## src/rtl/alu_cmd_driver.sv

```systemverilog
// alu_cmd_driver: queues ALU commands in a small FIFO, issues them one at a
// time to an external combinational ALU and holds each captured result until
// the consumer takes it.
//
// Handshake rule for both the cmd_* and rsp_* interfaces: a transfer happens
// on a rising clk edge where valid and ready are both high; valid never
// depends on ready, and the payload is held stable while valid is high and
// ready is low.
module alu_cmd_driver #(
    parameter int DEPTH = 4,
    parameter int W     = 8
) (
    input  logic                       clk,
    input  logic                       rst,
    input  logic                       cmd_valid,
    output logic                       cmd_ready,
    input  logic [2:0]                 cmd_sel,
    input  logic [W-1:0]               cmd_a,
    input  logic [W-1:0]               cmd_b,
    output logic [W-1:0]               alu_a,
    output logic [W-1:0]               alu_b,
    output logic [2:0]                 alu_sel,
    input  logic [W-1:0]               alu_result,
    input  logic                       alu_zero,
    output logic                       rsp_valid,
    input  logic                       rsp_ready,
    output logic [W-1:0]               rsp_result,
    output logic                       rsp_zero,
    output logic [2:0]                 rsp_sel,
    output logic [$clog2(DEPTH):0]     cmd_count,
    output logic                       busy,
    output logic                       zero_err
);

    localparam int AW = $clog2(DEPTH);
    localparam int CW = AW + 1;
    localparam int FW = 3 + 2 * W;

    typedef enum logic [1:0] {
        IDLE  = 2'd0,
        ISSUE = 2'd1,
        RESP  = 2'd2
    } state_t;

    state_t            state_q, state_d;
    logic [FW-1:0]     mem_q [DEPTH];
    logic [AW-1:0]     wr_ptr_q, wr_ptr_d;
    logic [AW-1:0]     rd_ptr_q, rd_ptr_d;
    logic [CW-1:0]     count_q, count_d;
    logic [W-1:0]      alu_a_q, alu_a_d;
    logic [W-1:0]      alu_b_q, alu_b_d;
    logic [2:0]        alu_sel_q, alu_sel_d;
    logic              rsp_valid_q, rsp_valid_d;
    logic [W-1:0]      rsp_result_q, rsp_result_d;
    logic              rsp_zero_q, rsp_zero_d;
    logic [2:0]        rsp_sel_q, rsp_sel_d;
    logic              zero_err_q, zero_err_d;

    logic              fifo_empty;
    logic              push;
    logic              pop;
    logic [FW-1:0]     head;

    // Full blocks pushes even when a pop happens in the same cycle.
    assign cmd_ready  = (count_q != CW'(DEPTH));
    assign fifo_empty = (count_q == '0);
    assign push       = cmd_valid & cmd_ready;
    assign head       = mem_q[rd_ptr_q];

    // Command storage; entries are only meaningful between the pointers, so no reset.
    always_ff @(posedge clk) begin
        if (push) begin
            mem_q[wr_ptr_q] <= {cmd_sel, cmd_a, cmd_b};
        end
    end

    // FSM next state, FIFO pop decision, ALU drive and response capture.
    always_comb begin
        state_d      = state_q;
        pop          = 1'b0;
        alu_a_d      = alu_a_q;
        alu_b_d      = alu_b_q;
        alu_sel_d    = alu_sel_q;
        rsp_valid_d  = rsp_valid_q;
        rsp_result_d = rsp_result_q;
        rsp_zero_d   = rsp_zero_q;
        rsp_sel_d    = rsp_sel_q;
        zero_err_d   = zero_err_q;
        case (state_q)
            IDLE: begin
                if (!fifo_empty) begin
                    pop       = 1'b1;
                    alu_sel_d = head[FW-1 -: 3];
                    alu_a_d   = head[2*W-1 -: W];
                    alu_b_d   = head[W-1:0];
                    state_d   = ISSUE;
                end
            end
            ISSUE: begin
                rsp_result_d = alu_result;
                rsp_zero_d   = alu_zero;
                rsp_sel_d    = alu_sel_q;
                rsp_valid_d  = 1'b1;
                if (alu_zero != (alu_result == '0)) begin
                    zero_err_d = 1'b1;
                end
                state_d = RESP;
            end
            RESP: begin
                if (rsp_ready) begin
                    rsp_valid_d = 1'b0;
                    if (!fifo_empty) begin
                        pop       = 1'b1;
                        alu_sel_d = head[FW-1 -: 3];
                        alu_a_d   = head[2*W-1 -: W];
                        alu_b_d   = head[W-1:0];
                        state_d   = ISSUE;
                    end else begin
                        state_d = IDLE;
                    end
                end
            end
            default: begin
                state_d = IDLE;
            end
        endcase
    end

    // FIFO pointer and occupancy update; pointers wrap naturally at DEPTH.
    always_comb begin
        wr_ptr_d = wr_ptr_q;
        rd_ptr_d = rd_ptr_q;
        count_d  = count_q;
        if (push) begin
            wr_ptr_d = wr_ptr_q + AW'(1);
        end
        if (pop) begin
            rd_ptr_d = rd_ptr_q + AW'(1);
        end
        case ({push, pop})
            2'b10:   count_d = count_q + CW'(1);
            2'b01:   count_d = count_q - CW'(1);
            default: count_d = count_q;
        endcase
    end

    // State registers with synchronous reset.
    always_ff @(posedge clk) begin
        if (rst) begin
            state_q      <= IDLE;
            wr_ptr_q     <= '0;
            rd_ptr_q     <= '0;
            count_q      <= '0;
            alu_a_q      <= '0;
            alu_b_q      <= '0;
            alu_sel_q    <= 3'b111;
            rsp_valid_q  <= 1'b0;
            rsp_result_q <= '0;
            rsp_zero_q   <= 1'b0;
            rsp_sel_q    <= 3'b111;
            zero_err_q   <= 1'b0;
        end else begin
            state_q      <= state_d;
            wr_ptr_q     <= wr_ptr_d;
            rd_ptr_q     <= rd_ptr_d;
            count_q      <= count_d;
            alu_a_q      <= alu_a_d;
            alu_b_q      <= alu_b_d;
            alu_sel_q    <= alu_sel_d;
            rsp_valid_q  <= rsp_valid_d;
            rsp_result_q <= rsp_result_d;
            rsp_zero_q   <= rsp_zero_d;
            rsp_sel_q    <= rsp_sel_d;
            zero_err_q   <= zero_err_d;
        end
    end

    assign alu_a      = alu_a_q;
    assign alu_b      = alu_b_q;
    assign alu_sel    = alu_sel_q;
    assign rsp_valid  = rsp_valid_q;
    assign rsp_result = rsp_result_q;
    assign rsp_zero   = rsp_zero_q;
    assign rsp_sel    = rsp_sel_q;
    assign cmd_count  = count_q;
    assign busy       = (state_q != IDLE) || !fifo_empty;
    assign zero_err   = zero_err_q;

endmodule

```

## config.mk

```make
export PLATFORM = sky130hd
export DESIGN_NAME = alu_cmd_driver
export DESIGN_NICKNAME = d
export VERILOG_FILES = /design/src/rtl/alu_cmd_driver.sv
export SDC_FILE = /design/constraint.sdc
export NUM_CORES = 1
export LEC_CHECK = 0
export ABC_AREA = 1
export CORE_ASPECT_RATIO = 1.1
export CORE_MARGIN = 2
export CORE_UTILIZATION = 50
export DETAILED_ROUTE_END_ITERATION = 7
export PLACE_DENSITY = 0.77
export RECOVER_POWER = 25
export SLEW_MARGIN = 20
export SYNTH_ARGS = -nofsm -noshare
export SYNTH_HDL_FRONTEND = slang
export SYNTH_SLANG_ARGS = --single-unit
export TNS_END_PERCENT = 20
```

## constraint.sdc

```tcl
create_clock -name clk -period 3.1 [get_ports clk]
set_input_delay 0.62 -clock clk [delete_from_list [all_inputs] [get_ports clk]]
set_output_delay 0.62 -clock clk [all_outputs]
set_load 0.01 [all_outputs]
```

# After elaboration in Yosys (flattened, before gate mapping)
# Memory sizes are Yosys's and may differ from the RTL's. A register that Yosys moved wholly into a read port is not among the register bits.
# Cells that the tools add are included.
[op_classes] n_addsub=4 n_eq_ne=8 mux=23 n_bitwise=1 reduce_logical=13
[ops] cell="8-bit two-way mux" count=4
[ops] cell="8-bit one-hot mux with 2 select lines" count=2
[ops] cell="3-bit one-hot mux with 2 select lines" count=2
[ops] cell="8-bit logical NOT" count=1
[ops] cell="2-bit two-way mux" count=4
[ops] cell="2-bit AND reduction" count=4
[ops] cell="2-bit nonzero test" count=4
[ops] cell="1-bit two-way mux" count=6
[ops] cell="3-bit two-way mux" count=2
[ops] cell="2-bit one-hot mux with 3 select lines" count=1
[ops] cell="2-bit by 1-bit adder with 2-bit output (second input constant)" count=2
[ops] cell="2-bit by 1-bit equality test with 1-bit output (second input constant)" count=2
[ops] cell="2-bit equality test (second input constant)" count=2
[ops] cell="2-bit inequality test (second input constant)" count=2
[ops] cell="1-bit one-hot mux with 2 select lines" count=2
[ops] cell="3-bit by 1-bit adder with 3-bit output (second input constant)" count=1
[ops] cell="3-bit logical NOT" count=1
[ops] cell="3-bit inequality test (second input constant)" count=1
[ops] cell="3-bit by 1-bit subtractor with 3-bit output (second input constant)" count=1
[ops] cell="2-bit logical NOT" count=1
[ops] cell="1-bit bitwise AND" count=1
[ops] cell="1-bit logical NOT" count=1
[ops] cell="1-bit logical OR" count=1
[ops] cell="1-bit inequality test" count=1
[totals] regBits=42 ram_bits=76 out_inout_bits=38 word_cells=62 memories=1
[mem_list] memory="mem_q" words=4 word_bits=19 read_ports=1 rd_ports_with_merged_regs=1 wr=1 line="46" rtl="logic [FW-1:0] mem_q [DEPTH];"

# Logic depth before layout (Yosys ltp)
[depth] depth_word=6 ltp_mapped=11

# Worst setup path before layout
# OpenSTA, ideal clock, no wires.
[synth_path] path_type="input port to flip-flop" from="input port rsp_ready" to="register count_q[2], in the netlist cmd_count[2]" setup_ps=122 arrival_ps=2010 t_required_ps=2978 setup_slack_ps=968 cell_stages=9 n_path_buf=1 path_cell_list="nor3_4 -> nor2_4 -> buf_6 -> ha_1 -> fa_1 -> a21oi_1 -> o21ai_0 -> o21ai_0 -> a21oi_1"
[synth_via] elab_chain_cells=4
[synth_lines] element="start: declaration" line="26" rtl="input logic rsp_ready,"
[synth_lines] element="1-bit two-way mux *" line="110" rtl="if (rsp_ready) begin"
[synth_lines] element="1-bit one-hot mux with 2 select lines *" line="89" rtl="case (state_q)"
[synth_lines] element="net pop" line="61" rtl="logic pop;"
[synth_lines] element="2-bit by 1-bit equality test with 1-bit output or 2-bit equality test (tied branches)" line="140" rtl="case ({push, pop})"
[synth_lines] element="3-bit one-hot mux with 2 select lines or 2-bit nonzero test (tied branches)"
[synth_lines] element="end signal: assignment" line="166" rtl="count_q <= count_d;"
[synth_lines] element="end: declaration" line="49" rtl="logic [CW-1:0] count_q, count_d;"
# Mark *: on every way through the listed nets, which the timed path passes. The rest lies on a longest branch.
# A chain may end at the register's enable or synchronous reset.

# Worst setup path in the final report
[layout_path] from="register count_q[0], in the netlist cmd_count[0]" to="output port busy"
[layout_via] elab_chain_cells=3
[layout_lines] element="3-bit logical NOT" line="66" rtl="assign fifo_empty = (count_q == '0);"
[layout_lines] element="1-bit logical NOT" line="186" rtl="assign busy = (state_q != IDLE) || !fifo_empty;"
[layout_lines] element="1-bit logical OR" line="186"
[layout_lines] element="end: declaration" line="31" rtl="output logic busy,"
# No other way between the ends.

==> key figures <==
Timing
  – Final hold violations: 0
  – Setup TNS: 0 ns
  – Fmax: 423 MHz
  – RSZ-0062 raised after global routing: false
  – Worst slew margin: 34.4%
  – Period utilization: 76.3%
  – Worst hold margin: 0.457 ns
  – Max Slew Vio Count: 0
  – Setup WS post-layout: 0.734 ns
  – Transition time of the tightest slew-check pin: 0.978 ns
  – Post-layout min period: 2.37 ns
  – Final setup vio count: 0
  – Clock skew: 0.00557 ns

Die
  – Row count: 36
  – Die span in x: 94.9 um
  – Die Y: 104 um
  – Area of the core: 0.00883 mm^2
  – Total die area: 0.00987 mm^2
  – IO Count: 70
  – Initial core utilization: 51.5%

Clocking
  – Reg clk slew, reported paths: 0.05 ns
  – CTS tree: done
  – CTS sink count: 120
  – Root Buffer: clkbuf_8
  – Cts hold-fix bufs: 0
  – Max Buffers Root-to-Sink: 2
  – PostCTS Resize Cnt: 0
  – Clock Latency Late Sink: 0.51 ns
  – TritonCTS Buffers: 17
  – Setup bufs post-CTS: 0
  – CTS H-tree lvls: 4

Placement
  – DP HPWL: 5590 um
  – Setup WS pre-CTS: 0.521 ns
  – Inst Count DP: 570
  – RD Place Congestion: 0.719
  – IO buf count: 69
  – Placement Cell Area: 0.00530 mm^2

Finish
  – Fin area: 0.00589 mm^2
  – Layout cells sized above 1: 9.43%
  – Finished Layout Cells: 603
  – Final #Nets: 513
  – Filler cell count: 666
  – Util after Layout: 66.7%
  – Area grow syn2layout: 29.5%

Route
  – WL/cell: 15.6 um
  – Via density: 5.24
  – DRT iter0 DRCs: 225
  – Via count: 3158
  – Final wirelength: 9390 um
  – First-pass DRT Iterations: 4
  – Post-route DRC violation count: 0
  – Post-DRT Antenna Nets: 0

Synth
  – Register area share after synthesis: 69.6%
  – Simple-gate share of the synthesized area: 12.1%
  – Adder-Cell Fraction of Synth Area: 1.82%
  – Netlist Area Pre-Place: 0.00454 mm^2
  – Compound-Gate Fraction of Synth Area: 11.7%
  – Post-Synthesis Cells: 401
  – Post-Synth XOR/XNOR Area: 0.385%
  – Yosys cell types: 26
  – Average cell area after synthesis: 11.3 um^2
  – Mux contribution to synthesized area: 0%
  – Syn_nets: 439
  – Largest family of logic cells by synthesized area: simple AND/OR/NAND/NOR gates
  – Yosys reg bits: 120
  – Synth warn: 0

Worst setup path
  – Reg-to-Reg End: cmd_count[2]
  – CP Class: reg -> out
  – R2R depth: 9
  – Worst R2R Start: cmd_count[1]
  – CP Capture Type: primary output
  – CP Data Required Time: 2.48 ns
  – R2R setup slack: 1.00 ns
  – Critical path arrival: 1.75 ns
  – Crit path max fanout: 4
  – Type of origin of the critical path: register

Outcome
  – Status: complete, no violations

Power and ir drop
  – Tot Pwr: 6.07 mW
  – VDD IR max: 389 uV
  – Pwr Density: 1030 mW/mm^2
  – Static Leak: 2.16 nW

Global routing
  – Vias in the first global route: 3076
  – Initial antenna violation count: 1
  – First-pass GRT wire length: 14900 um
  – Total track usage: 20.3%
  – Largest net degree at the start of global routing: 39
  – Gr ovfl total: 0

Run
  – MaxCap Viol Count: 0

Min path
  – Min-Delay Path Depth: 2
  – WHS Endpoint: rsp_sel[0]
  – Worst Hold Launch: rsp_sel[0]
  – Min-Delay Path Class: reg -> reg
[critical path, cell delays in order (launching register included)]
cell and delay, ns:
dfxtp_1 0.42, inv_1 0.10, nand3_2 0.08, nand3b_1 0.10, clkdlybuf4s50_1 0.54
[state kept, by name, summed over array words and instances (netlist names), named ones only]
signal / flops
wr_ptr_q: 2
alu_a: 8
zero_err: 1
cmd_count: 3
state_q: 2
rsp_sel: 3
rsp_result: 8
rd_ptr_q: 2
mem_q: 76
alu_sel: 3
rsp_zero: 1
rsp_valid: 1
alu_b: 8
[layer usage]
metal | vias up | track usage [%] | wire, um
met5 | - | 0 | 0
met4 | 0 | 8.28 | 127
met3 | 11 | 7.54 | 692
met2 | 109 | 33.6 | 4860
met1 | 1494 | 23.6 | 3700
li1 | 1544 | - | -
[worst max path at each step]
stage,end,cells past startpoint,slack [ns],start
after detailed placement,cmd_count[2],9,0.52,rsp_ready
after global placement,cmd_count[2],9,0.59,rsp_ready
after CTS,busy,4,0.70,cmd_count[0]
after floorplan,cmd_count[2],9,0.97,rsp_ready
final,busy,4,0.73,cmd_count[0]
after global routing,busy,4,0.62,cmd_count[0]
[kinds of logic after synthesis]
group / Yosys count
adder cells (fa/ha/maj): 6
AND/OR/NAND/NOR: 133
AO/OA/AOI/OAI: 101
XOR/XNOR: 2
flip-flops: 120
buffers and inverters: 39
[placed cells by master, fill, tap and decap left out]
master           Yosys  final
nand3b_1             1      1
clkinv_1             0      2
nor2_2               1      1
diode_2              0      1
nand3_2              1      1
o21a_1               1      1
clkbuf_1             6      4
ha_1                 5      5
nor3_4               1      1
xor2_1               2      2
inv_2                5      5
nor2_4               2      2
clkbuf_16            0     16
o21ai_1             16     16
buf_4                3      7
dfxtp_1             44     44
edfxtp_1            76     76
clkinv_2             0      6
o21ai_0             53     53
nor2_1              99     99
inv_1               12     11
a21oi_1             12     12
inv_4                1      1
nand3_1              6      6
clkbuf_8             0      1
nand2_2              1      1
fa_1                 1      1
dlygate4sd3_1        0     15
o22ai_1             19     19
clkdlybuf4s50_1      0     54
nand2_1             21     21
bufinv_16            0      4
[cell usage after synthesis (all sizes together)]
| master | number | area, um^2 |
|---|---|---|
| xor2 | 2 | 17.5 |
| nand2 | 22 | 85.1 |
| o21a | 1 | 7.51 |
| dfxtp | 44 | 881 |
| buf | 15 | 108 |
| ha | 5 | 62.6 |
| fa | 1 | 20.0 |
| clkbuf | 6 | 22.5 |
| nand3 | 7 | 40.0 |
| o22ai | 19 | 119 |
| nand3b | 1 | 7.51 |
| nor3 | 1 | 16.3 |
| o21ai | 69 | 345 |
| a21oi | 12 | 60.1 |
| nor2 | 102 | 400 |
| inv | 18 | 70.1 |
| edfxtp | 76 | 2280 |
[power by group]
part           total [mW]  switching (mW)  internal, mW
Combinational        1.92            1.12         0.806
Clock                1.92           0.627          1.29
Sequential           2.23           0.173          2.06
Total                6.07            1.92          4.15
[cell type report]
type	count	area (um^2)	share of cell area, %
diodes	1	2.50	0.0425
well taps	114	143	2.42
clock buffers	21	429	7.29
flip-flops and latches	120	3160	53.7
repair buffers	76	743	12.6
inverters	18	70.1	1.19
clock inverters	11	154	2.61
multi-input cells	242	1180	20.1
(Power assumes the default switching activity.)
